File: config.mk
export PLATFORM = sky130hd
export DESIGN_NAME = keypad_timer
export DESIGN_NICKNAME = d
export VERILOG_FILES = /design/src/rtl/keypad_timer_pkg.sv /design/src/rtl/keypad_timer_bcd_down_digit.sv /design/src/rtl/keypad_timer.sv
export SDC_FILE = /design/constraint.sdc
export NUM_CORES = 1
export LEC_CHECK = 0
export CAP_MARGIN = 20
export CORE_MARGIN = 2
export CORE_UTILIZATION = 24
export CTS_CLUSTER_DIAMETER = 200
export DETAILED_ROUTE_END_ITERATION = 12
export GPL_ROUTABILITY_DRIVEN = 0
export MAX_ROUTING_LAYER = met4
export PLACE_DENSITY = 0.47
export SYNTH_ARGS = -nofsm -noshare
export SYNTH_HDL_FRONTEND = slang
export SYNTH_HIERARCHICAL = 1
export SYNTH_SLANG_ARGS = --single-unit
File: constraint.sdc
create_clock -name clk -period 2.8 [get_ports clk]
set_input_delay 0.84 -clock clk [delete_from_list [all_inputs] [get_ports clk]]
set_output_delay 0.84 -clock clk [all_outputs]
set_load 0.02 [all_outputs]
File: src/rtl/keypad_timer_pkg.sv
// Shared constants and types for the keypad timer: digit width, BCD limits,
// mode encoding and the M:SS digit bundle.
package keypad_timer_pkg;

  localparam int unsigned DIGIT_W = 4;

  typedef logic [DIGIT_W-1:0] digit_t;

  localparam digit_t BCD_MAX       = digit_t'(9);
  localparam digit_t SEC_TENS_WRAP = digit_t'(5);

  typedef enum logic {
    MODE_ENTRY = 1'b0,
    MODE_COUNT = 1'b1
  } mode_e;

  // Three-digit M:SS value as presented to the display
  typedef struct packed {
    digit_t min;
    digit_t sec_tens;
    digit_t sec_ones;
  } mss_t;

  // True for key codes 0..9
  function automatic logic is_bcd(input digit_t d);
    return d <= BCD_MAX;
  endfunction

endpackage

File: src/rtl/keypad_timer_bcd_down_digit.sv
// One decimal digit register with parallel load and wrap-around decrement.
// Ports:
//   clk, clear      - clock, synchronous active-high reset
//   load, load_val  - parallel load (priority over dec)
//   dec             - decrement request; 0 wraps to wrap_val
//   wrap_val        - value taken when decrementing from 0
//   value           - current digit
//   borrow_out      - dec while value is 0 (ripples to the next digit)
module bcd_down_digit
  import keypad_timer_pkg::*;
(
  input  logic               clk,
  input  logic               clear,
  input  logic               load,
  input  logic [DIGIT_W-1:0] load_val,
  input  logic               dec,
  input  logic [DIGIT_W-1:0] wrap_val,
  output logic [DIGIT_W-1:0] value,
  output logic               borrow_out
);

  logic at_zero;

  assign at_zero    = (value == '0);
  assign borrow_out = dec & at_zero;

  // Digit register: load beats decrement
  always_ff @(posedge clk) begin
    if (clear) begin
      value <= '0;
    end else if (load) begin
      value <= load_val;
    end else if (dec) begin
      value <= at_zero ? wrap_val : value - DIGIT_W'(1);
    end
  end

endmodule

File: src/rtl/keypad_timer.sv
// Keypad timer: shifts keyed BCD digits into an M:SS register in entry mode
// and counts it down once per pgt_1Hz rising edge in count mode.
// Ports:
//   clk, clear   - clock, synchronous active-high reset
//   D, loadn     - BCD key code and active-low key strobe from the encoder
//   pgt_1Hz      - pulse train; only its rising edge advances the digits
//   count_mode   - 0 entry, 1 countdown
//   min, sec_tens, sec_ones - display digits
//   zero         - all digits 0 (combinational from the digit registers)
//   done         - one-cycle pulse after a countdown lands on 0:00
module keypad_timer
  import keypad_timer_pkg::*;
(
  input  logic               clk,
  input  logic               clear,
  input  logic [DIGIT_W-1:0] D,
  input  logic               loadn,
  input  logic               pgt_1Hz,
  input  logic               count_mode,
  output logic [DIGIT_W-1:0] min,
  output logic [DIGIT_W-1:0] sec_tens,
  output logic [DIGIT_W-1:0] sec_ones,
  output logic               zero,
  output logic               done
);

  logic  pgt_q;
  logic  tick;
  logic  dec_q;
  mode_e mode;
  logic  entry_load;
  logic  count_dec;
  logic  ones_borrow;
  logic  tens_borrow;
  logic  unused_min_borrow;
  mss_t  digits;

  assign mode = mode_e'(count_mode);
  assign tick = pgt_1Hz & ~pgt_q;

  // Entry shifts only on a strobed valid key; countdown stops at 0:00
  assign entry_load = tick && (mode == MODE_ENTRY) && !loadn && is_bcd(D);
  assign count_dec  = tick && (mode == MODE_COUNT) && !zero;

  bcd_down_digit u_ones (
    .clk        (clk),
    .clear      (clear),
    .load       (entry_load),
    .load_val   (D),
    .dec        (count_dec),
    .wrap_val   (BCD_MAX),
    .value      (digits.sec_ones),
    .borrow_out (ones_borrow)
  );

  bcd_down_digit u_tens (
    .clk        (clk),
    .clear      (clear),
    .load       (entry_load),
    .load_val   (digits.sec_ones),
    .dec        (ones_borrow),
    .wrap_val   (SEC_TENS_WRAP),
    .value      (digits.sec_tens),
    .borrow_out (tens_borrow)
  );

  // Minutes never borrow out: count_dec is blocked at 0:00
  bcd_down_digit u_min (
    .clk        (clk),
    .clear      (clear),
    .load       (entry_load),
    .load_val   (digits.sec_tens),
    .dec        (tens_borrow),
    .wrap_val   (BCD_MAX),
    .value      (digits.min),
    .borrow_out (unused_min_borrow)
  );

  assign min      = digits.min;
  assign sec_tens = digits.sec_tens;
  assign sec_ones = digits.sec_ones;
  assign zero     = (digits == '0);

  // Edge detector and done pulse; done fires the cycle after the digits
  // first show 0:00 as the result of a decrement
  always_ff @(posedge clk) begin
    if (clear) begin
      pgt_q <= 1'b0;
      dec_q <= 1'b0;
      done  <= 1'b0;
    end else begin
      pgt_q <= pgt_1Hz;
      dec_q <= count_dec;
      done  <= dec_q & zero;
    end
  end

endmodule

# [Word level (Yosys, flattened, before mapping)]
# Index checks and enable logic that the tools add are counted.
[word_totals] memories=0 out_inout_bits=14 elab_cells=39 ramBits=0 latchBits=0 romBits=0 input_bits=9 regBits=15
[op_classes] addsub=3 div=0 bitwise=6 n_shift=0 n_eq_ne=0 mux=9 mul=0 n_lt_le_gt_ge=1 reduce_logical=14
[ops] cell="4-bit two-way mux" count=9
[ops] cell="12-bit logical NOT" count=1
[ops] cell="4-bit logical NOT" count=3
[ops] cell="4-bit by 1-bit subtractor with 4-bit output, second input constant" count=3
[ops] cell="2-bit nonzero test" count=3
[ops] cell="1-bit logical AND" count=5
[ops] cell="1-bit bitwise AND" count=4
[ops] cell="4-bit <= comparator, second input constant" count=1
[ops] cell="1-bit logical NOT" count=2
[ops] cell="1-bit inverter" count=2

# [Logic depth before layout (Yosys ltp)]
[logic_depth] word_depth=8 depth_mapped=9 mapped_depth_nobuf=9

# [By module]
# Netlist, hierarchy kept.
[modules_own_cells] mod="bcd_down_digit" cells_per_inst=34 area_per_inst_um2=275.3 n_inst=3 seq_area_each_um2=80.1
[modules_own_cells] mod="keypad_timer" cells_per_inst=18 area_per_inst_um2=173.9 n_inst=1 seq_area_each_um2=60.1

# [Least setup slack after synthesis]
# Ideal clock, no wire load.
[synth_timing] kind="input -> register" from="in count_mode" to="reg u_min.value[3]" setup_slack_ns=-0.114 setup_time_ns=0.120 t_arrival_ns=2.794 required_ns=2.680 n_path_buf=0 stages=9 path_cell_list="nand3b_1 a31oi_1 nand2_1 nor3_1 nand2_1 nor3_1 inv_1 o41a_1 o31a_1"
[synth_via] elab_chain_cells=5 word_cells_on_any_way=10 cone_classes="mux: 1; bitwise: 3; reduce/logical: 6"
[synth_lines] element="start, declared" line_no="keypad_timer.sv:19" text="input logic count_mode,"
[synth_lines] element="1-bit logical AND (2 in a row)" line_no="keypad_timer.sv:43" text="assign count_dec = tick && (mode == MODE_COUNT) && !zero;"
[synth_lines] element="via count_dec" line_no="keypad_timer.sv:32" text="logic count_dec;"
[synth_lines] element="1-bit bitwise AND" line_no="keypad_timer_bcd_down_digit.sv:25" text="assign borrow_out = dec & at_zero;"
[synth_lines] element="via ones_borrow" line_no="keypad_timer.sv:33" text="logic ones_borrow;"
[synth_lines] element="1-bit bitwise AND" line_no="keypad_timer_bcd_down_digit.sv:25"
[synth_lines] element="via tens_borrow" line_no="keypad_timer.sv:34" text="logic tens_borrow;"
[synth_lines] element="2-bit nonzero test (no source line)"
[synth_lines] element="end signal, assigned" line_no="keypad_timer_bcd_down_digit.sv:32" text="value <= load_val;"
[synth_lines] element="end signal, assigned" line_no="keypad_timer_bcd_down_digit.sv:34" text="value <= at_zero ? wrap_val : value - DIGIT_W'(1);"
[synth_lines] element="end, declared" line_no="keypad_timer_bcd_down_digit.sv:18" text="output logic [DIGIT_W-1:0] value,"
# The timed path passes the listed nets, and every way through them passes these cells.
# A chain may end at the register's enable or synchronous reset.

# [Worst setup path in the final report]
[layout_timing] from="reg u_ones.value[1]" to="out zero"
[layout_via] elab_chain_cells=1
[layout_lines] element="start, declared" line_no="keypad_timer_bcd_down_digit.sv:18"
[layout_lines] element="start signal, assigned" line_no="keypad_timer_bcd_down_digit.sv:32"
[layout_lines] element="start signal, assigned" line_no="keypad_timer_bcd_down_digit.sv:34"
[layout_lines] element="12-bit logical NOT" line_no="keypad_timer.sv:82" text="assign zero = (digits == '0);"
[layout_lines] element="end, declared" line_no="keypad_timer.sv:23" text="output logic zero,"
# No other way between the ends.

==> out/metrics.csv <==
stage,metric,value,unit
floorplanning,I/O pins,23,
clocking,post-CTS setup buffers,0,
layout,area of the multi-input gates,718.2,sq um
detailed_routing,Routed wire per std cell,12.43,um
sta,RSZ-0062 raised after global routing,false,
place,post-DP HPWL,2.078,mm
floorplanning,row count,23,
sta,Tmin final,2.681,ns
clocking,CTS max path bufs,2,
synth,cell area after synthesis,994.7,sq um
sta,Fin. Hold Viols,0,
critical_path,Worst setup EP type,output port,
global_route,GRT overflow,0,
global_route,initial antenna violation count,0,
sta,Worst-Margin Slew,0.6352,ns
critical_path,CP Class,reg -> out,
global_route,first-pass GRT wire length,4.519,mm
detailed_routing,TritonRoute pass-1 iters,4,
critical_path,"Data required, critical path",1.96,ns
sta,smallest hold slack,0.5606,ns
critical_path,slowest CP cell,clkdlybuf4s50_1,
hold_path,hold path endpoint,dec_q$_SDFF_PP0_,
synth,Yosys warning count,6,
clocking,CTS Root Cell,clkbuf_8,
clocking,Worst-Skew Late Latency,0.25,ns
sta,Final setup viols,0,
clocking,hold_buf cts,0,
clocking,CTS tree,yes,
power_and_ir_drop,PwrDens,546.7,nW/um^2
floorplanning,Die Area,4676,sq um
clocking,"Reg clk slew, reported paths",0.06,ns
global_route,vias in the first global route,983,
clocking,total CTS buffers,3,
critical_path,critical path's largest stage delay,0.60,ns
power_and_ir_drop,peak supply drop,0.1786,mV
place,IO buf count,22,
global_route,largest net degree at the start of global routing,16,
sta,Slew headroom,0.5752,
hold_path,hold depth,2,
detailed_routing,vias per cell,4.802,
layout,# fillers,417,
sta,Post-Route Skew,0.001885,ns
sta,period utilization,0.9576,
floorplanning,area of the core,4000,sq um
detailed_routing,detailed-route via count,1042,
sta,fmax,372.9,MHz
synth,"Avg Cell Area, Syn",8.359,sq um
critical_path,CP arrival,1.84,ns
layout,share of cells above drive strength 1,0.2036,
critical_path,FF-to-FF setup slack,0.48,ns
critical_path,R2R cell count,9,
critical_path,Critical Path Start Type,flop,
critical_path,reg-to-reg critical path startpoint,u_ones/value[1]$_SDFFE_PP0P_,
layout,n_diodes,0,
floorplanning,initial core utilization,0.2487,
detailed_routing,Final ANT Viol Nets,0,
layout,Register Area,300.3,sq um
layout,# nets final,180,
hold_path,min-delay worst type,reg -> reg,
critical_path,CP Cell Sequence,nor4_4 > and3_1 > clkdlybuf4s50_1,
floorplanning,Die X-Extent,68.38,um
detailed_routing,DRC,0,
layout,area delta synth->final,54.09,%
detailed_routing,drt initial violations,26,
global_route,total global-route track usage,0.1340,
clocking,TritonCTS sink count,15,
critical_path,worst reg2reg path endpoint,u_min/value[1]$_SDFFE_PP0P_,
floorplanning,Die H,68.38,um
hold_path,worst hold start,pgt_q$_SDFF_PP0_,
power_and_ir_drop,leakage,0.5788,nW
critical_path,Crit Path Max Fanout,7,
sta,Slew Limit Fails,0,
layout,"Core Util, Final",0.3832,
synth,Synth Instances,119,
status,status,completed,
detailed_routing,Routed Wire Length,2.698,mm
clocking,H-tree Lvls,1,
flow_run,maxcap violations,0,
==> power breakdown <==
group | switching [mW] | internal [mW] | total, mW
Clock | 0.0806 | 0.101 | 0.182
Combinational | 0.196 | 0.193 | 0.389
Sequential | 0.0307 | 0.237 | 0.268
Total | 0.307 | 0.531 | 0.838
==> stage by stage <==
| step | setup TNS [ns] | total power [mW] | worst slack, ns | instances | cell area [sq um] |
|---|---|---|---|---|---|
| finish | 0 | 0.8379 | 0.1187 | 217 | 1533 |
| detailed placement | -0.9241 | 0.6401 | -0.2644 | 213 | 1434 |
| CTS | 0 | 0.8289 | 0.02714 | 217 | 1484 |
| global placement | -0.7037 | 0.6350 | -0.2037 | 213 | 1434 |
| floorplan | 0 | 0.4843 | 0.009285 | 129 | 1037 |
| global route | 0 | 0.8957 | 0.03430 | 217 | 1533 |
==> critical path, delay by kind of cell (launching register included) <==
| kind | cells | cell delay [ns] |
|---|---|---|
| buf+inv | 1 | 0.60 |
| flops | 1 | 0.39 |
| simple gates | 2 | 0.60 |
==> cells in the final DEF, fill, tap and decap left out, drive strengths merged, types with 4 or more instances in the layout <==
cell / n
a21oi: 9
a311oi: 7
buf: 15
clkbuf: 4
clkdlybuf4s50: 20
conb: 12
dfxtp: 15
inv: 15
nand2: 9
nor2: 7
nor2b: 5
or3: 9
==> worst max-delay path by stage <==
stage | startpoint | end | slack [ns] | cells past startpoint
floorplan | count_mode | u_min/value[3]$_SDFFE_PP0P_ | 0.009 | 9
global placement | count_mode | u_min/value[2]$_SDFFE_PP0P_ | -0.20 | 10
detailed placement | pgt_1Hz | u_min/value[1]$_SDFFE_PP0P_ | -0.26 | 10
CTS | u_ones/value[1]$_SDFFE_PP0P_ | zero | 0.03 | 3
global route | u_ones/value[1]$_SDFFE_PP0P_ | zero | 0.03 | 3
finish | u_ones/value[1]$_SDFFE_PP0P_ | zero | 0.12 | 3
==> layer usage <==
metal	wire, um	vias up	part of all wire	GRT usage
li1	-	533	-	-
met1	1207	487	0.45	0.1584
met2	1363	20	0.51	0.2272
met3	100	2	0.037	0.02467
met4	27	0	0.010	0.04500
met5	0	-	0	-
==> registers in the layout, indices dropped and copies added, names as in the netlist <==
name	count
u_min/value	4
done	1
pgt_q	1
u_tens/value	4
u_ones/value	4
dec_q	1
==> what timing repair did <==
item / CTS / global route
pin swaps: 0 / 10
setup endpoints to repair: 1 / 5
gates resized for setup: 1 / 10
==> layout make-up <==
class | instances | area share
Multi-Input combinational cell | 96 | 0.4686
Timing Repair Buffer | 37 | 0.2286
Sequential cell | 15 | 0.1959
Tap cell | 50 | 0.04082
Inverter | 15 | 0.03673
Clock buffer | 4 | 0.02939
Note: power is estimated with default switching activity, not from simulation.
